<file path="src/rtl/uart_xcvr_if.sv">
// uart_xcvr_if: byte streams (tx_data/tx_valid/tx_ready, rx_data/rx_valid/rx_ready, rx_parity_err/rx_frame_err/rx_overrun) and serial pins (tx, rx); slave is the transceiver side
interface uart_xcvr_if #(parameter int DATA_BITS = 8);
  logic [DATA_BITS-1:0] tx_data;
  logic tx_valid, tx_ready, tx, rx;
  logic [DATA_BITS-1:0] rx_data;
  logic rx_valid, rx_ready, rx_parity_err, rx_frame_err, rx_overrun;
  modport master(output tx_data, tx_valid, rx, rx_ready, input tx_ready, tx, rx_data, rx_valid, rx_parity_err, rx_frame_err, rx_overrun);
  modport slave(input tx_data, tx_valid, rx, rx_ready, output tx_ready, tx, rx_data, rx_valid, rx_parity_err, rx_frame_err, rx_overrun);
endinterface

</file>
<file path="src/rtl/uart_xcvr.sv">
// uart_xcvr: full-duplex UART transceiver with configurable framing; ports clk, rst (sync active-high), u (uart_xcvr_if.slave: tx stream in, tx pin out, rx pin in, rx stream and error flags out)
module uart_xcvr #(
  parameter int CLKS_PER_BIT = 16,
  parameter int DATA_BITS = 8,
  parameter int PARITY_MODE = 0,
  parameter int STOP_BITS = 1
) (
  input logic clk,
  input logic rst,
  uart_xcvr_if.slave u
);
  localparam int CW = $clog2(CLKS_PER_BIT);
  localparam logic [CW-1:0] LAST = CW'(CLKS_PER_BIT - 1);
  localparam logic [CW-1:0] HALF = CW'(CLKS_PER_BIT / 2);
  localparam logic [3:0] DLAST = 4'(DATA_BITS - 1);
  localparam logic [3:0] SLAST = 4'(STOP_BITS - 1);
  localparam logic ODD = PARITY_MODE == 2;
  localparam logic PAR_EN = PARITY_MODE != 0;
  typedef enum logic [2:0] {IDLE, START, DATA, PAR, STOP} state_e;
  state_e ts_q, ts_d, rs_q, rs_d;
  logic [CW-1:0] tcnt_q, tcnt_d, rcnt_q, rcnt_d;
  logic [3:0] tbit_q, tbit_d, rbit_q, rbit_d;
  logic [DATA_BITS-1:0] tsh_q, tsh_d, rsh_q, rsh_d, rdat_q, rdat_d;
  logic tpar_q, tpar_d, tx_q, tx_d;
  logic s1_q, s2_q, s3_q;
  logic rperr_q, rperr_d, rferr_q, rferr_d;
  logic rv_q, rv_d, pe_q, pe_d, fe_q, fe_d, ov_q, ov_d;
  logic tend, samp, done, ld;
  always_comb begin
    tend = tcnt_q == LAST;
    ts_d = ts_q;
    tcnt_d = ts_q == IDLE || tend ? '0 : tcnt_q + 1'b1;
    tbit_d = tbit_q;
    tsh_d = tsh_q;
    tpar_d = tpar_q;
    case (ts_q)
      IDLE: if (u.tx_valid) begin
        ts_d = START;
        tsh_d = u.tx_data;
        tpar_d = ^u.tx_data ^ ODD;
      end
      START: if (tend) ts_d = DATA;
      DATA: if (tend) begin
        tsh_d = tsh_q >> 1;
        tbit_d = tbit_q == DLAST ? '0 : tbit_q + 1'b1;
        if (tbit_q == DLAST) ts_d = PAR_EN ? PAR : STOP;
      end
      PAR: if (tend) ts_d = STOP;
      STOP: if (tend) begin
        tbit_d = tbit_q == SLAST ? '0 : tbit_q + 1'b1;
        if (tbit_q == SLAST) ts_d = IDLE;
      end
      default: ts_d = IDLE;
    endcase
    tx_d = ts_d == START ? 1'b0 : ts_d == DATA ? tsh_d[0] : ts_d == PAR ? tpar_d : 1'b1;
  end
  always_comb begin
    samp = rcnt_q == (rs_q == START ? HALF : LAST);
    rs_d = rs_q;
    rcnt_d = rs_q == IDLE ? CW'(1) : samp ? '0 : rcnt_q + 1'b1;
    rbit_d = rbit_q;
    rsh_d = rsh_q;
    rperr_d = rperr_q;
    rferr_d = rferr_q;
    done = 1'b0;
    case (rs_q)
      IDLE: if (s3_q && !s2_q) rs_d = START;
      START: if (samp) begin
        rs_d = s2_q ? IDLE : DATA;
        rperr_d = 1'b0;
        rferr_d = 1'b0;
      end
      DATA: if (samp) begin
        rsh_d = {s2_q, rsh_q[DATA_BITS-1:1]};
        rbit_d = rbit_q == DLAST ? '0 : rbit_q + 1'b1;
        if (rbit_q == DLAST) rs_d = PAR_EN ? PAR : STOP;
      end
      PAR: if (samp) begin
        rperr_d = s2_q != (^rsh_q ^ ODD);
        rs_d = STOP;
      end
      STOP: if (samp) begin
        rferr_d = rferr_q | !s2_q;
        rbit_d = rbit_q == SLAST ? '0 : rbit_q + 1'b1;
        done = rbit_q == SLAST;
        if (rbit_q == SLAST) rs_d = IDLE;
      end
      default: rs_d = IDLE;
    endcase
    ld = done && (!rv_q || u.rx_ready);
    rv_d = ld || (rv_q && !u.rx_ready);
    rdat_d = ld ? rsh_q : rdat_q;
    pe_d = ld ? rperr_q : pe_q;
    fe_d = ld ? rferr_d : fe_q;
    ov_d = done && rv_q && !u.rx_ready;
  end
  always_ff @(posedge clk) begin
    if (rst) begin
      ts_q <= IDLE;
      tcnt_q <= '0;
      tbit_q <= '0;
      tsh_q <= '0;
      tpar_q <= 1'b0;
      tx_q <= 1'b1;
      rs_q <= IDLE;
      rcnt_q <= '0;
      rbit_q <= '0;
      rsh_q <= '0;
      rperr_q <= 1'b0;
      rferr_q <= 1'b0;
      {s1_q, s2_q, s3_q} <= '0;
      rdat_q <= '0;
      {rv_q, pe_q, fe_q, ov_q} <= '0;
    end else begin
      ts_q <= ts_d;
      tcnt_q <= tcnt_d;
      tbit_q <= tbit_d;
      tsh_q <= tsh_d;
      tpar_q <= tpar_d;
      tx_q <= tx_d;
      rs_q <= rs_d;
      rcnt_q <= rcnt_d;
      rbit_q <= rbit_d;
      rsh_q <= rsh_d;
      rperr_q <= rperr_d;
      rferr_q <= rferr_d;
      {s1_q, s2_q, s3_q} <= {u.rx, s1_q, s2_q};
      rdat_q <= rdat_d;
      {rv_q, pe_q, fe_q, ov_q} <= {rv_d, pe_d, fe_d, ov_d};
    end
  end
  assign u.tx = tx_q;
  assign u.tx_ready = ts_q == IDLE;
  assign u.rx_data = rdat_q;
  assign u.rx_valid = rv_q;
  assign u.rx_parity_err = pe_q;
  assign u.rx_frame_err = fe_q;
  assign u.rx_overrun = ov_q;
endmodule

</file>
<file path="src/flat_wrapper.sv">
// flat-port wrapper written by rule: the top's interface ports become plain ports
module uart_xcvr_flat 
#(
  parameter int CLKS_PER_BIT = 16,
  parameter int DATA_BITS = 8,
  parameter int PARITY_MODE = 0,
  parameter int STOP_BITS = 1
)
  (clk, rst, u_tx_data, u_tx_valid, u_rx, u_rx_ready, u_tx_ready, u_tx, u_rx_data, u_rx_valid, u_rx_parity_err, u_rx_frame_err, u_rx_overrun);
  uart_xcvr_if #(.DATA_BITS(DATA_BITS)) u_i ();
  input logic clk;
  input logic rst;
  input wire logic [$bits(u_i.tx_data)-1:0] u_tx_data;
  input wire logic [$bits(u_i.tx_valid)-1:0] u_tx_valid;
  input wire logic [$bits(u_i.rx)-1:0] u_rx;
  input wire logic [$bits(u_i.rx_ready)-1:0] u_rx_ready;
  output wire logic [$bits(u_i.tx_ready)-1:0] u_tx_ready;
  output wire logic [$bits(u_i.tx)-1:0] u_tx;
  output wire logic [$bits(u_i.rx_data)-1:0] u_rx_data;
  output wire logic [$bits(u_i.rx_valid)-1:0] u_rx_valid;
  output wire logic [$bits(u_i.rx_parity_err)-1:0] u_rx_parity_err;
  output wire logic [$bits(u_i.rx_frame_err)-1:0] u_rx_frame_err;
  output wire logic [$bits(u_i.rx_overrun)-1:0] u_rx_overrun;
  assign u_i.tx_data = u_tx_data;
  assign u_i.tx_valid = u_tx_valid;
  assign u_i.rx = u_rx;
  assign u_i.rx_ready = u_rx_ready;
  assign u_tx_ready = u_i.tx_ready;
  assign u_tx = u_i.tx;
  assign u_rx_data = u_i.rx_data;
  assign u_rx_valid = u_i.rx_valid;
  assign u_rx_parity_err = u_i.rx_parity_err;
  assign u_rx_frame_err = u_i.rx_frame_err;
  assign u_rx_overrun = u_i.rx_overrun;
  uart_xcvr #(.CLKS_PER_BIT(CLKS_PER_BIT), .DATA_BITS(DATA_BITS), .PARITY_MODE(PARITY_MODE), .STOP_BITS(STOP_BITS)) u_core (.clk(clk), .rst(rst), .u(u_i));
endmodule
</file>
<file path="config.mk">
export PLATFORM = sky130hd
export DESIGN_NAME = uart_xcvr_flat
export DESIGN_NICKNAME = d
export VERILOG_FILES = /design/src/rtl/uart_xcvr_if.sv /design/src/rtl/uart_xcvr.sv /design/src/flat_wrapper.sv
export SDC_FILE = /design/constraint.sdc
export NUM_CORES = 1
export LEC_CHECK = 0
export BUFFER_PORTS_ARGS = -buffer_cell sky130_fd_sc_hd__buf_2
export CORE_MARGIN = 2
export CORE_UTILIZATION = 52
export CTS_CLUSTER_SIZE = 24
export DETAILED_ROUTE_END_ITERATION = 10
export GPL_TIMING_DRIVEN = 0
export PLACE_DENSITY = 0.71
export SETUP_SLACK_MARGIN = 0.02
export SLEW_MARGIN = 15
export SYNTH_ARGS = -nofsm -noshare
export SYNTH_HDL_FRONTEND = slang
export SYNTH_SLANG_ARGS = --single-unit
</file>
<file path="constraint.sdc">
create_clock -name clk -period 4.6 [get_ports clk]
set_input_delay 1.38 -clock clk [delete_from_list [all_inputs] [get_ports clk]]
set_output_delay 1.38 -clock clk [all_outputs]
set_load 0.1 [all_outputs]
</file>
==> results of run 1 <==
synth_stat cells, drive strengths merged (2+ instances only):
cell type   n  area, um^2
or3b        2        17.5
nand2       8        30.0
nand3b      4        30.0
nor3b       4        35.0
nand2b      6        37.5
nor2b       7        43.8
mux2i      24         244
a21oi       8        43.8
and3        2        12.5
inv         8        30.0
a22oi       3        22.5
nor3        9        50.1
and3b       2        17.5
buf         6        36.3
nor2       50         190
a222oi      6        60.1
nand4       4        31.3
o21ai       4        20.0
ha          6        75.1
xnor2      17         149
dfxtp      57        1140
or2         2        12.5
or3         4        30.0
xor2        4        35.0
clkbuf     10        37.5
nand3       9        45.0
and2        2        12.5
logic make-up (layout without fill, tap and decap cells):
| group | after synthesis | count (layout) | share of synthesized area, % |
|---|---|---|---|
| adders and majority gates | 6 | 6 | 2.86 |
| DFF | 57 | 57 | 43.4 |
| buffers and inverters | 24 | 64 | 3.95 |
| and+or+nand+nor | 119 | 119 | 23.9 |
| AOI/OAI and AO/OA | 31 | 31 | 8.72 |
| muxes | 24 | 24 | 9.29 |
| xor gates and xnor gates | 22 | 22 | 7.86 |
final timing paths:
check / end / slack (ps)
max reg2reg: u_core.u.rx_data[5] / 2600
max: u_tx_ready / 1580
min: u_core.s2_q / 440
min reg2reg: u_core.s2_q / 440
state kept, by name, indices dropped and copies added (netlist names), 4 cells and up:
name	count
u_core.tsh_q	8
u_core.u.rx_data	8
u_core.tbit_q	4
u_core.rcnt_q	4
u_core.tcnt_q	4
u_core.rsh_q	8
u_core.rbit_q	4
worst max-delay path, cell delays in order, from the launching register on:
cell and delay (ps):
dfxtp_1 300, clkbuf_1 180, nor3_1 330, buf_2 500
power by group through the flow:
stage / Sequential [mW] / Clock (mW) / Combinational [mW]
floorplan: 0.535 / 0 / 0.0873
global placement: 0.532 / 0 / 0.114
detailed placement: 0.532 / 0 / 0.116
CTS: 0.521 / 0.564 / 0.116
global route: 0.524 / 0.577 / 0.132
finish: 0.522 / 0.552 / 0.116
final cells by class:
class,instances,area [um^2]
fillers,414,1720
multi-input cells,202,1380
flip-flops and latches,57,1140
repair buffers,25,125
clock buffers,9,124
clock inverters,6,108
well taps,67,83.8
plain buffers,16,73.8
inverters,8,30.0
routing by layer:
metal | wire length [um] | share of wire, % | global-route usage [%]
met1 | 2530 | 51 | 27.8
met3 | 184 | 3.7 | 5.22
met4 | 41 | 0.83 | 8.33
met5 | 0 | 0 | 0
met2 | 2200 | 44 | 28.0
through the flow:
| stage | hold slack [ps] | setup slack [ps] | utilization [%] |
|---|---|---|---|
| final | 443 | 1580 | 64.1 |
| after global routing | 472 | 1440 | 64.1 |
| after CTS | 450 | 1570 | 64.1 |
| after detailed placement | 438 | 1720 | 59.3 |
| after global placement | 419 | 1750 | 59.3 |
| after floorplan | 414 | 619 | - |
==> results by group, run 1 <==
Run status
  – Run status: finished, final reports clean

Power
  – Sw Pwr: 0.279 mW
  – Seq pwr share: 43.8%
  – Sw frac: 23.5%
  – Pwr per Cell Area: a little under 400 nW/um^2
  – Clk pwr share: 46.4%
  – Tot Pwr: approximately 1.2 mW
  – VDD IR-drop max: about 0.28 mV
  – Internal power: roughly 0.91 mW
  – Comb power frac: between 9 and 10%
  – P_leak: 1.27 nW

Floorplan
  – Full die area: 5640 um^2
  – Chip Width: ~75 um
  – Die H: 75.1 um
  – Core area: roughly 4800 um^2
  – IO Pins: 27
  – Starting Density: between 50 and 60%
  – Num rows: 25

Place
  – Placed Cells: between 300 and 400
  – Placed cell areas: approximately 2800 um^2
  – PortBufs: 25
  – Placer congestion estimate: around 0.8
  – Half-perimeter wire length after detailed placement: 3450 um

Global route
  – Initial antenna violation count: 0
  – Largest net degree at the start of global routing: 11
  – GRT Overall Usage: between 10% and 20%
  – Vias in the first global route: about 1900
  – Total grt overflow: 0
  – First-pass GRT wire length: 8290 um

Critical path
  – Setup crit start: u_core.ts_q[2]
  – Worst reg2reg path startpoint: u_core.rs_q[0]
  – Critical Path RT: approximately 3200 ps
  – Crit Path Max Fanout: 8
  – Crit path kind: reg -> out
  – R2R cell count: 7
  – Critical Path Source Type: register
  – Crit path DAT: 1640 ps
  – Worst setup EP type: output pin

Final layout
  – Final instance area: about 3000 um^2
  – Ant diodes: 0
  – Layout area overhead: 16.8%
  – Final Net Count: 338
  – Final Non-Filler Cells: between 300 and 400
  – Commonest non-fill, non-tap cell in the layout: dfxtp_1
  – Most frequent cells in the layout: dfxtp_1, nor2_1, buf_2
  – Layout cell share with drive strength beyond 1: about 17%

Timing
  – # setup viols final: 0
  – Maximum clock rate: approximately 330 MHz
  – Fin crit period: 3020 ps
  – Hold Vio Cnt, Final: 0
  – Period utilization: about two thirds
  – RSZ-0062 raised after global routing: false
  – TNS Setup: 0 ps
  – Setup Skew: approximately 8.7 ps
  – Count of final max-slew check failures: 0
  – Worst-margin pin slew: roughly 570 ps
  – Rel. slew slack: about 62%

Yosys
  – Number of synthesized flops with an enable pin: 0
  – Syn avg cell area: a little over 9 um^2
  – Ys async rst share: 0%
  – Register bit total from synthesis: 57
  – Number of distinct library cells after synthesis: 53
  – Mapped Cells: approximately 280
  – Synth Net Count: just over 300
  – Total number of yosys warnings: 0
  – Primary FF master, synth: dfxtp_1
  – Synth Cell Area: about 2600 um^2
  – Sequential area share after synthesis: 43.4%

Detailed routing
  – Final WL: between 4000 and 5000 um
  – Antenna-violating nets left: 0
  – DR DRC count: 0
  – Mean number of vias per cell: roughly 5.1
  – First-pass detailed-route iteration total: 4
  – Wire per inst: 12.7 um
  – Routed vias: 2007
  – DR iter-0 viols: between 100 and 150

Clock network
  – Hold-fix buffers, CTS: 0
  – Post-CTS sizing: 0
  – CTS max path bufs: 2
  – Clock transition at path regs: approximately 70 ps
  – CTS tree: built
  – Clock Latency Late Sink: between 300 and 400 ps
  – Post-CTS setup buffer count: 0
  – CTS Buf Count: 9
  – H-tree Lvls: 3
  – Root buffer cell: clkbuf_8
  – CTS Sinks: 57

Hold path
  – Hold crit path type: reg -> reg
  – Hold depth: 1
  – Hold Crit Start: u_core.s1_q

Run
  – MaxCap Viol Count: 0
No activity file was read; power rests on OpenSTA's default activity.
==> run 2, diff against run 1 <==
clock period = 3 ns   (was 4.6 ns; I/O delays follow)
==> results by group, run 2 (same netlist as run 1, synthesis figures left out) <==
Hold path
  – Hold crit path type: reg -> reg
  – Hold depth: 1 (unchanged)

Timing
  – Hold Vio Cnt, Final: 0 (unchanged)
  – Period utilization: between 80 and 90%
  – Maximum clock rate: approximately 400 MHz
  – Count of final max-slew check failures: 0 (unchanged)
  – # setup viols final: 0 (unchanged)
  – Worst-margin pin slew: 589 ps (+18.3 ps)
  – Setup Skew: 8.53 ps (-0.202 ps)
  – Final setup margin: 536 ps (-1050 ps)
  – Fin crit period: between 2000 and 2500 ps
  – Rel. slew slack: 60.7% (-1.2 points)
  – RSZ-0062 raised after global routing: false
  – TNS Setup: 0 ps (unchanged)

Final layout
  – Layout cell share with drive strength beyond 1: 17.0% (+0.26 points)
  – Ant diodes: 0 (unchanged)
  – Layout fillers: 419 (+1.2%)
  – Layout area overhead: 17.4%
  – FF/Latch Area: 1140 um^2 (unchanged)
  – Final Net Count: 338 (unchanged)
  – Area occupied by multi-input gates: 1390 um^2 (+0.36%)
  – Most frequent cells in the layout: dfxtp_1, nor2_1, buf_2
  – Final Non-Filler Cells: 391 (+0.26%)
  – Commonest non-fill, non-tap cell in the layout: dfxtp_1
  – Final instance area: 3090 um^2 (+0.57%)

Clock network
  – CTS Buf Count: 9 (unchanged)
  – Root buffer cell: clkbuf_8
  – Post-CTS setup buffer count: 0 (unchanged)
  – Clock Latency Late Sink: 330 ps (about the same)
  – H-tree Lvls: 3 (unchanged)
  – CTS tree: built
  – Hold-fix buffers, CTS: 0 (unchanged)
  – Clock transition at path regs: 70 ps (about the same)
  – Post-CTS sizing: 0 (unchanged)
  – CTS Sinks: 57 (unchanged)
  – CTS max path bufs: 2 (unchanged)

Detailed routing
  – DR DRC count: 0 (unchanged)
  – First-pass detailed-route iteration total: 6 (+2)
  – DR iter-0 viols: 178 (+48%)
  – Routed vias: 2064 (+2.8%)
  – Final WL: 5080 um (+2.6%)
  – Mean number of vias per cell: 5.28 (+2.6%)
  – Antenna-violating nets left: 0 (unchanged)
  – Wire per inst: 13.0 um (+2.3%)

Power
  – Pwr per Cell Area: 604 nW/um^2 (+56%)
  – Tot Pwr: 1.86 mW (+57%)
  – P_leak: 1.27 nW (+0.44%)
  – VDD IR-drop max: 0.480 mV (+69%)

Global route
  – Largest net degree at the start of global routing: 11 (unchanged)
  – Vias in the first global route: 1841 (-1.2%)
  – Initial antenna violation count: 0 (unchanged)
  – GRT Overall Usage: 20.2% (+0.64 points)
  – First-pass GRT wire length: 8410 um (+1.5%)
  – Total grt overflow: 0 (unchanged)

Place
  – Placed cell areas: 2840 um^2 (+0.18%)
  – PortBufs: 25 (unchanged)
  – Setup WS pre-CTS: 650 ps (-1070 ps)
  – Placer congestion estimate: 0.894 (+11%)
  – Placed Cells: 375 (unchanged)
  – Half-perimeter wire length after detailed placement: 3460 um (+0.26%)

Critical path
  – WP buf/inv: 2 (unchanged)
  – Worst setup EP type: output pin
  – R2R cell count: 7 (unchanged)
  – WP depth: 3 (unchanged)
  – Worst path top cell family by delay: buffers and inverters
  – Crit path DAT: 1560 ps (-80 ps)
  – Crit Path Max Fanout: 8 (unchanged)
  – Crit path cell chain: clkbuf_1, nor3_2, buf_2
  – Crit path largest cell delay: 480 ps (-20 ps)
  – Critical Path Source Type: register
  – Crit path kind: reg -> out
  – Slowest-stage cell, CP: buf_2
  – Critical Path RT: 2100 ps (-1120 ps)

Floorplan
  – IO Pins: 27 (unchanged)
  – Starting Density: 54.9% (unchanged)
  – Core area: 4790 um^2 (unchanged)
  – Num rows: 25 (unchanged)
  – Die H: 75.1 um (unchanged)
  – Chip Width: 75.1 um (unchanged)
  – Full die area: 5640 um^2 (unchanged)

Run
  – MaxCap Viol Count: 0 (unchanged)

Run status
  – Run status: finished, final reports clean
==> run 2: changes by cell type in the layout (fill, tap and decap cells not counted) <==
cell	delta
clkbuf_1	+1
clkbuf_8	+1
clkinv_2	-1
nor3_1	-1
nor3_2	+1
==> run 2: through the flow <==
stage | hold slack, ps | utilization (%)
global placement | 429 | 59.4
detailed placement | 437 | 59.4
finish | 440 | 64.5
global route | 455 | 64.5
floorplan | 414 | -
CTS | 449 | 64.5
==> run 2: metal layers <==
layer	vias to the layer above	part of all wire, %	GRT usage, %
met4	0	1.0	9.92
met1	953	50	28.0
met2	45	44	29.2
met3	5	4.5	5.09
li1	1061	-	-
met5	-	0	0
==> run 2: power breakdown <==
part,internal [mW],switching [mW]
Combinational,0.0710,0.111
Sequential,0.781,0.0184
Clock,0.573,0.309
Total,1.43,0.438
==> run 2: cell type report <==
class / instances / area share (%)
repair buffers: 25 / 4.06
clock inverters: 5 / 3.33
multi-input cells: 202 / 45.0
plain buffers: 16 / 2.39
well taps: 67 / 2.72
flip-flops and latches: 57 / 37.0
inverters: 8 / 0.973
clock buffers: 11 / 4.58
==> run 2: path summary, 6_finish.rpt <==
| kind | start | to | slack, ps |
|---|---|---|---|
| max | u_core.ts_q[2] | u_tx_ready | 540 |
| min | u_core.s1_q | u_core.s2_q | 440 |
| max reg2reg | u_core.rs_q[0] | u_core.u.rx_data[3] | 980 |
| min reg2reg | u_core.s1_q | u_core.s2_q | 440 |
